[src/rtl/instr_arb_pkg.sv]
// Shared types for the instruction memory arbiter: port identifiers and
// arbiter FSM states.
package instr_arb_pkg;

  typedef enum logic {
    PORT_CORE   = 1'b0,
    PORT_LOADER = 1'b1
  } port_e;

  typedef enum logic {
    ST_RR      = 1'b0,
    ST_P1_LOCK = 1'b1
  } arb_state_e;

endpackage

[src/rtl/rr_arb2.sv]
// Two-requester round-robin arbiter. The requester that was not granted last
// wins a tie; after reset the core port holds priority.
module rr_arb2
  import instr_arb_pkg::*;
(
  input  logic clk,
  input  logic rst,
  input  logic req0_i,
  input  logic req1_i,
  output logic gnt0_o,
  output logic gnt1_o
);

  port_e last_q, last_d;

  always_comb begin
    gnt0_o = req0_i & (~req1_i | (last_q == PORT_LOADER));
    gnt1_o = req1_i & ~gnt0_o;
    last_d = last_q;
    if (gnt1_o) begin
      last_d = PORT_LOADER;
    end else if (gnt0_o) begin
      last_d = PORT_CORE;
    end
  end

  // Seeding last-grant with the loader gives the core first priority
  always_ff @(posedge clk) begin
    if (rst) begin
      last_q <= PORT_LOADER;
    end else begin
      last_q <= last_d;
    end
  end

endmodule

[src/rtl/instr_mem_arbiter.sv]
// Two-port arbiter in front of the single-ported instruction RAM wrapper:
// core fetch (port 0) versus loader/debug (port 1) with burst locking.
module instr_mem_arbiter
  import instr_arb_pkg::*;
#(
  parameter int ADDR_WIDTH = 16,
  parameter int DATA_WIDTH = 32,
  parameter int MAX_BURST  = 8
) (
  input  logic                    clk,
  input  logic                    rst,
  input  logic                    p0_req_i,
  input  logic [ADDR_WIDTH-1:0]   p0_addr_i,
  output logic                    p0_gnt_o,
  output logic                    p0_rvalid_o,
  output logic [DATA_WIDTH-1:0]   p0_rdata_o,
  input  logic                    p1_req_i,
  input  logic [ADDR_WIDTH-1:0]   p1_addr_i,
  input  logic                    p1_we_i,
  input  logic [DATA_WIDTH/8-1:0] p1_be_i,
  input  logic [DATA_WIDTH-1:0]   p1_wdata_i,
  input  logic                    p1_lock_i,
  output logic                    p1_gnt_o,
  output logic                    p1_rvalid_o,
  output logic [DATA_WIDTH-1:0]   p1_rdata_o,
  output logic                    mem_en_o,
  output logic [ADDR_WIDTH-1:0]   mem_addr_o,
  output logic                    mem_we_o,
  output logic [DATA_WIDTH/8-1:0] mem_be_o,
  output logic [DATA_WIDTH-1:0]   mem_wdata_o,
  input  logic [DATA_WIDTH-1:0]   mem_rdata_i,
  output logic                    busy_o
);

  localparam int CNT_W = $clog2(MAX_BURST + 1);
  localparam int BE_W  = DATA_WIDTH / 8;

  function automatic logic [CNT_W-1:0] sat_inc(input logic [CNT_W-1:0] v);
    if (v >= CNT_W'(MAX_BURST)) begin
      return CNT_W'(MAX_BURST);
    end
    return v + CNT_W'(1);
  endfunction

  arb_state_e       state_q, state_d;
  logic [CNT_W-1:0] burst_cnt_q, burst_cnt_d;
  logic             rsp_vld_q, rsp_vld_d;
  port_e            rsp_owner_q, rsp_owner_d;
  logic             arb_req0, arb_req1;
  logic             gnt0, gnt1;

  // Lock ownership hides the core request; reset hides both
  assign arb_req0 = p0_req_i & ~rst & (state_q == ST_RR);
  assign arb_req1 = p1_req_i & ~rst;

  rr_arb2 u_rr_arb2 (
    .clk    (clk),
    .rst    (rst),
    .req0_i (arb_req0),
    .req1_i (arb_req1),
    .gnt0_o (gnt0),
    .gnt1_o (gnt1)
  );

  assign p0_gnt_o    = gnt0;
  assign p1_gnt_o    = gnt1;
  assign mem_en_o    = gnt0 | gnt1;
  assign mem_addr_o  = gnt1 ? p1_addr_i : p0_addr_i;
  assign mem_we_o    = gnt1 & p1_we_i;
  assign mem_be_o    = gnt1 ? p1_be_i : {BE_W{1'b1}};
  assign mem_wdata_o = gnt1 ? p1_wdata_i : '0;

  always_comb begin
    state_d     = state_q;
    burst_cnt_d = burst_cnt_q;
    rsp_vld_d   = gnt0 | gnt1;
    rsp_owner_d = gnt1 ? PORT_LOADER : PORT_CORE;
    case (state_q)
      ST_RR: begin
        if (gnt1 && p1_lock_i) begin
          state_d     = ST_P1_LOCK;
          burst_cnt_d = '0;
        end
      end
      ST_P1_LOCK: begin
        // Only grants that actually stall the core count against the burst
        if (gnt1 && p0_req_i) begin
          burst_cnt_d = sat_inc(burst_cnt_q);
        end
        if (!p1_lock_i) begin
          state_d = ST_RR;
        end else if (p0_req_i && (burst_cnt_d == CNT_W'(MAX_BURST))) begin
          state_d = ST_RR;
        end
      end
      default: state_d = ST_RR;
    endcase
  end

  always_ff @(posedge clk) begin
    if (rst) begin
      state_q     <= ST_RR;
      burst_cnt_q <= '0;
      rsp_vld_q   <= 1'b0;
      rsp_owner_q <= PORT_CORE;
    end else begin
      state_q     <= state_d;
      burst_cnt_q <= burst_cnt_d;
      rsp_vld_q   <= rsp_vld_d;
      rsp_owner_q <= rsp_owner_d;
    end
  end

  // A response in flight when reset arrives is dropped, not delivered
  assign p0_rvalid_o = rsp_vld_q & ~rst & (rsp_owner_q == PORT_CORE);
  assign p1_rvalid_o = rsp_vld_q & ~rst & (rsp_owner_q == PORT_LOADER);
  assign p0_rdata_o  = mem_rdata_i;
  assign p1_rdata_o  = mem_rdata_i;
  assign busy_o      = p0_rvalid_o | p1_rvalid_o;

endmodule

[config.mk]
export PLATFORM = sky130hd
export DESIGN_NAME = instr_mem_arbiter
export DESIGN_NICKNAME = d
export VERILOG_FILES = /design/src/rtl/instr_arb_pkg.sv /design/src/rtl/rr_arb2.sv /design/src/rtl/instr_mem_arbiter.sv
export SDC_FILE = /design/constraint.sdc
export NUM_CORES = 1
export LEC_CHECK = 0
export CAP_MARGIN = 20
export CELL_PAD_IN_SITES_DETAIL_PLACEMENT = 0
export CELL_PAD_IN_SITES_GLOBAL_PLACEMENT = 1
export CORE_MARGIN = 5
export CORE_UTILIZATION = 13
export CTS_CLUSTER_DIAMETER = 150
export DETAILED_ROUTE_END_ITERATION = 6
export GPL_TIMING_DRIVEN = 0
export MAX_ROUTING_LAYER = met4
export PLACE_DENSITY = 0.88
export SLEW_MARGIN = 25
export SYNTH_ARGS = -nofsm -noshare
export SYNTH_HDL_FRONTEND = slang
export SYNTH_SLANG_ARGS = --single-unit
export TNS_END_PERCENT = 50
[constraint.sdc]
create_clock -name clk -period 2 [get_ports clk]
set_clock_uncertainty 0.05 [all_clocks]
set_input_delay 0.5 -clock clk [delete_from_list [all_inputs] [get_ports clk]]
set_output_delay 0.5 -clock clk [all_outputs]
set_load 0.1 [all_outputs]
==> impl_metrics.ini, run 1 <==
[detailed_routing]
finalWirelength_um = 8430
wire_per_inst_um = 14.79
ant_nets = 0
firstDrtPassIters = 4
vias = 2208
drc = 0
avgViaCountPerCell = 3.874
drtIter0Drc = 32

[critical_path]
cp.arrival_ps = 1540
cp_max_fo = 6
crit_path_end_kind = output pin
cp.required_ps = 1450
path_class = input port to output pin
cp-start-kind = input port

[yosys]
syn_nets = 326
synth-xor-area-share_pct = 0
synth_edf_count = 0
muxShareOfSynthArea_pct = 0
ys_ff_latch = 8
synth_cell_type_count = 30
synth_compound_area_share_pct = 8.210
synth_fa_ha_area_share_pct = 1.747
yosysWarnings = 0
ys.flop_type = dfxtp_1
yosysSeqAreaShare_pct = 11.18
netlist_area_um2 = 1433
post_synth_and_or_nand_nor_area_fraction_pct = 39.56
synthCells = 218
synth_top_family_by_area = simple AND/OR/NAND/NOR gates
avgSynthCellArea_um2 = 6.572
synth_async_sr_flop_share_pct = 0

[floorplan]
start_util_pct = 13.22
fp.dieW_um = 115.0
die-height_um = 115.0
num_io_pins = 229
dieArea_um2 = 13220
core_um2 = 10840
core.rowCount = 38

[clocking]
cts_buffer_depth = 2
tritoncts = done
hold_buffers = 0
cts_sinks = 8
cts_root_buffer = clkbuf_8
cts_buffers = 3
clock_latency_ps = 230
h-tree-depth = 1
clkTransAtPathRegs_ps = 40

[place]
dpl_cell_area_um2 = 3891
portBuffers = 196
pre_cts_slack_ps = -1755
place_congestion = 0.7269
hpwl_um = 6365

[grt]
grt_start_max_net_pins = 11
grt_usage_pct = 11.96
grt_overflow = 0
first_global_vias = 2364
grt_antenna_before_repair = 0
grt_pass1_wl_um = 12280

[pwr]
p_total_mw = 2.289
switching_share_pct = 57.64
p_comb_share_pct = 84.2
p_seq_share_pct = 7.4
ir_drop_uv = 346.8
power-per-cell-area_nw_per_um2 = 465.4
p_sw_mw = 1.319
p_leak_nw = 2.209
clkPwrFrac_pct = 8.4
p_int_uw = 969.5

[finish]
final_util_pct = 45.36
syn2layout_area_growth_pct = 243.2
diodes = 0
final_nets = 540
drive_gt1_share_pct = 70.47
fin_area_um2 = 4917

[sta]
hold_viol = 0
rsz0062_at_grt = true
period_minus_slack_ps = 2088
drv_slew = 0
setup_viol = 50
final.period_utilization_pct = 104.4
slew_headroom_pct = 35.45
max_freq_ghz = 0.4790
tightest_slew_ps = 972.1
worst_slack_ps = -87.70
timing.hold.ws_ps = 482.6

[min_path]
min_path_type = flip-flop to flip-flop

[run]
maxCapViolCount = 0

[run_status]
violations = setup timing
status = finished with violations
-- what timing repair did --
action	in CTS	in global routing
pin swaps	48	7
cloned	6	0
resized for setup	680	37
buffers inserted	11	3
setup endpoints to repair	124	56
-- synthesized netlist by cell type, types with 2 or more instances --
cell      instances  area [um2]
o21ai_0           6       30.03
nand2_1          50       187.7
buf_2             3       15.01
ha_1              2       25.02
inv_1             6       22.52
dfxtp_1           8       160.2
and3_1           33       206.5
a21oi_1           3       15.01
nor2b_1           4       25.02
buf_4            65       488.0
nand2b_1          8       50.05
or3_1             2       12.51
nor2_1            5       18.77
clkbuf_1          7       26.28
-- routing by layer --
layer | wire [um] | share of wire [%] | track usage, % | vias to the layer above
li1 | - | - | - | 1071
met1 | 2616 | 31 | 11.77 | 1026
met2 | 5115 | 61 | 24.54 | 101
met3 | 584 | 6.9 | 1.842 | 10
met4 | 114 | 1.4 | 1.956 | 0
met5 | 0 | 0 | - | -
-- cell usage in the layout, fill, tap and decap left out, types with 3 or more instances in the layout --
cell / count
buf_12: 58
a21oi_1: 3
clkdlybuf4s50_1: 70
inv_1: 5
buf_6: 7
nand2_8: 19
dfxtp_1: 6
nand2_4: 14
o21ai_0: 6
buf_4: 133
and3_4: 31
nor2_1: 3
nand2_2: 9
clkbuf_8: 3
nand2b_1: 5
nand2_1: 9
nand2b_4: 3
buf_8: 9
-- flip-flops by register name, indices dropped and copies added, names as in the netlist --
| name | flops |
|---|---|
| state_q | 1 |
| rsp_vld_q | 1 |
| u_rr_arb2.last_q | 1 |
| rsp_owner_q | 1 |
| burst_cnt_q | 4 |
-- cell type report --
class	instances	area, um2
Fill cell	1031	5923
Sequential cell	8	165.2
Clock buffer	3	41.29
Multi-Input combinational cell	128	1354
Tap cell	140	175.2
Inverter	6	35.03
Buffer	73	604.3
Timing Repair Buffer	212	2542
-- power by group through the flow --
stage                     clock network, mW  registers [mW]  logic, mW
after floorplan                           0           0.171       1.23
after global placement                    0           0.171       1.64
after detailed placement                  0           0.171       1.65
after CTS                             0.199           0.169       1.93
after global routing                  0.215           0.170       1.98
final                                 0.192           0.170       1.93
-- worst max-delay path, stage by stage --
cell      delay [ps]
buf_8             90
and2b_4          310
nand2_8           90
clkinv_8          80
buf_12           160
nand2_8           70
nand2_8           60
buf_12           160
-- metrics by stage --
stage / setup TNS [ps] / std cells
after floorplan: -6350 / 218
after global placement: -106800 / 554
after detailed placement: -107180 / 554
after CTS: -7247 / 573
after global routing: -5129 / 570
final: -3202 / 570
-- worst paths after layout --
kind | startpoint | end | slack (ps) | depth (start not counted)
worst min-delay path | state_q | burst_cnt_q[2] | 480 | 2
worst min register to register | state_q | burst_cnt_q[2] | 480 | 2
worst max register to register | state_q | state_q | 390 | 7
worst max-delay path | rst | mem_addr_o[8] | -90 | 8
-- kinds of logic after synthesis --
| group | Yosys count |
|---|---|
| AO/OA/AOI/OAI | 16 |
| adder cells (fa/ha/maj) | 2 |
| buffers and inverters | 82 |
| flip-flops | 8 |
| AND/OR/NAND/NOR | 110 |
Note: power is estimated with default switching activity, not from simulation.
==> run 2, diff against run 1 <==
--- a/config.mk
+++ b/config.mk
@@ -12,8 +12,8 @@
 export CORE_UTILIZATION = 13
 export CTS_CLUSTER_DIAMETER = 150
 export DETAILED_ROUTE_END_ITERATION = 6
+export GPL_ROUTABILITY_DRIVEN = 0
 export GPL_TIMING_DRIVEN = 0
-export MAX_ROUTING_LAYER = met4
 export PLACE_DENSITY = 0.88
 export SLEW_MARGIN = 25
 export SYNTH_ARGS = -nofsm -noshare
==> impl_metrics.ini, run 2 (synthesis results as in run 1) <==
[run]
maxCapViolCount = 0

[detailed_routing]
ant_nets = 0
finalWirelength_um = 8436
avgViaCountPerCell = 3.874
vias = 2208
firstDrtPassIters = 4
drtIter0Drc = 37
wire_per_inst_um = 14.80
drc = 0

[sta]
final.period_utilization_pct = 104.4
rsz0062_at_grt = true
worst_slack_ps = -87.99
tightest_slew_ps = 970.3
slew_headroom_pct = 35.57
hold_viol = 0
max_freq_ghz = 0.4789
period_minus_slack_ps = 2088
drv_slew = 0
tns_ps = -3219
setup_viol = 50

[grt]
grt_overflow = 0
grt_start_max_net_pins = 11
first_global_vias = 2365
grt_usage_pct = 11.63
grt_pass1_wl_um = 12310
grt_antenna_before_repair = 0

[critical_path]
cp_max_fo = 6
cp.required_ps = 1450
r2r_cells = 7
cp-start-kind = input port
crit_path_end_kind = output pin
cp.arrival_ps = 1540
path_class = input port to output pin

[clocking]
cts_root_buffer = clkbuf_8
tritoncts = done
h-tree-depth = 1
clkTransAtPathRegs_ps = 40
cts_sinks = 8
hold_buffers = 0
clock_latency_ps = 230
cts_buffers = 3
cts_buffer_depth = 2

[run_status]
status = finished with violations
violations = setup timing

[place]
hpwl_um = 6365
dpl_cell_area_um2 = 3891
portBuffers = 196

[pwr]
p_leak_nw = 2.209
p_total_mw = 2.289
ir_drop_uv = 346.8
power-per-cell-area_nw_per_um2 = 465.5

[floorplan]
die-height_um = 115.0
core.rowCount = 38
core_um2 = 10840
dieArea_um2 = 13220
start_util_pct = 13.22
num_io_pins = 229
fp.dieW_um = 115.0

[min_path]
hold_depth = 2
min_path_type = flip-flop to flip-flop

[finish]
fillers = 1031
final_common_cell = buf_4
fin_area_um2 = 4917
syn2layout_area_growth_pct = 243.2
final_cell_mix = 133 x buf_4, 70 x clkdlybuf4s50_1, 58 x buf_12
diodes = 0
final_nets = 540
drive_gt1_share_pct = 70.47
top_register = burst_cnt_q
largest_reg_flops = 4
==> run 2: final cells by class <==
class / count / area (um2) / area share, %
multi-input combinational: 128 / 1354 / 27.53
buffer: 73 / 604.3 / 12.29
clock buffer: 3 / 41.29 / 0.8397
inverter: 6 / 35.03 / 0.7125
timing repair buffer: 212 / 2542 / 51.70
sequential: 8 / 165.2 / 3.359
tap: 140 / 175.2 / 3.562
==> run 2: where the power goes <==
part           leakage [nW]  total, mW  internal, mW  switching [mW]
logic                  2.12       1.93         0.675            1.25
clock network        0.0216      0.192         0.130          0.0621
registers            0.0658      0.170         0.165         0.00484
total                  2.21       2.29         0.970            1.32
==> run 2: metal layers <==
layer	track usage, %	up-vias	share of wire [%]
li1	-	1071	-
met1	11.39	1026	30
met2	24.54	101	61
met3	2.579	10	8.0
met4	1.956	0	1.4
met5	0	-	0
==> run 2: path summary, 6_finish.rpt <==
path | startpoint | end | slack (ps)
max | rst | mem_addr_o[8] | -90
min | state_q | burst_cnt_q[2] | 480
max reg2reg | state_q | state_q | 390
min reg2reg | state_q | burst_cnt_q[2] | 480
==> run 2: critical path, cell delays in order <==
cell,delay (ps)
buf_8,90
and2b_4,310
nand2_8,90
clkinv_8,80
buf_12,160
nand2_8,70
nand2_8,60
buf_12,160
==> run 2: what timing repair did <==
action | 4_1_cts | 5_1_grt
gates cloned | 6 | 0
endpoints found under the setup margin | 124 | 56
resized for setup | 680 | 37
buffers inserted | 11 | 3
pin swaps | 48 | 7
==> run 2: per-stage QoR <==
stage	util (%)	hold WS [ps]	setup slack, ps	instances
6_report	45.36	482.6	-87.99	570
5_1_grt	45.36	497.2	-132.1	570
4_1_cts	45.18	470.0	-224.9	573
3_5_place_dp	35.90	470.1	-1755	554
3_3_place_gp	35.90	458.4	-1751	554
2_1_floorplan	-	427.1	-357.9	218
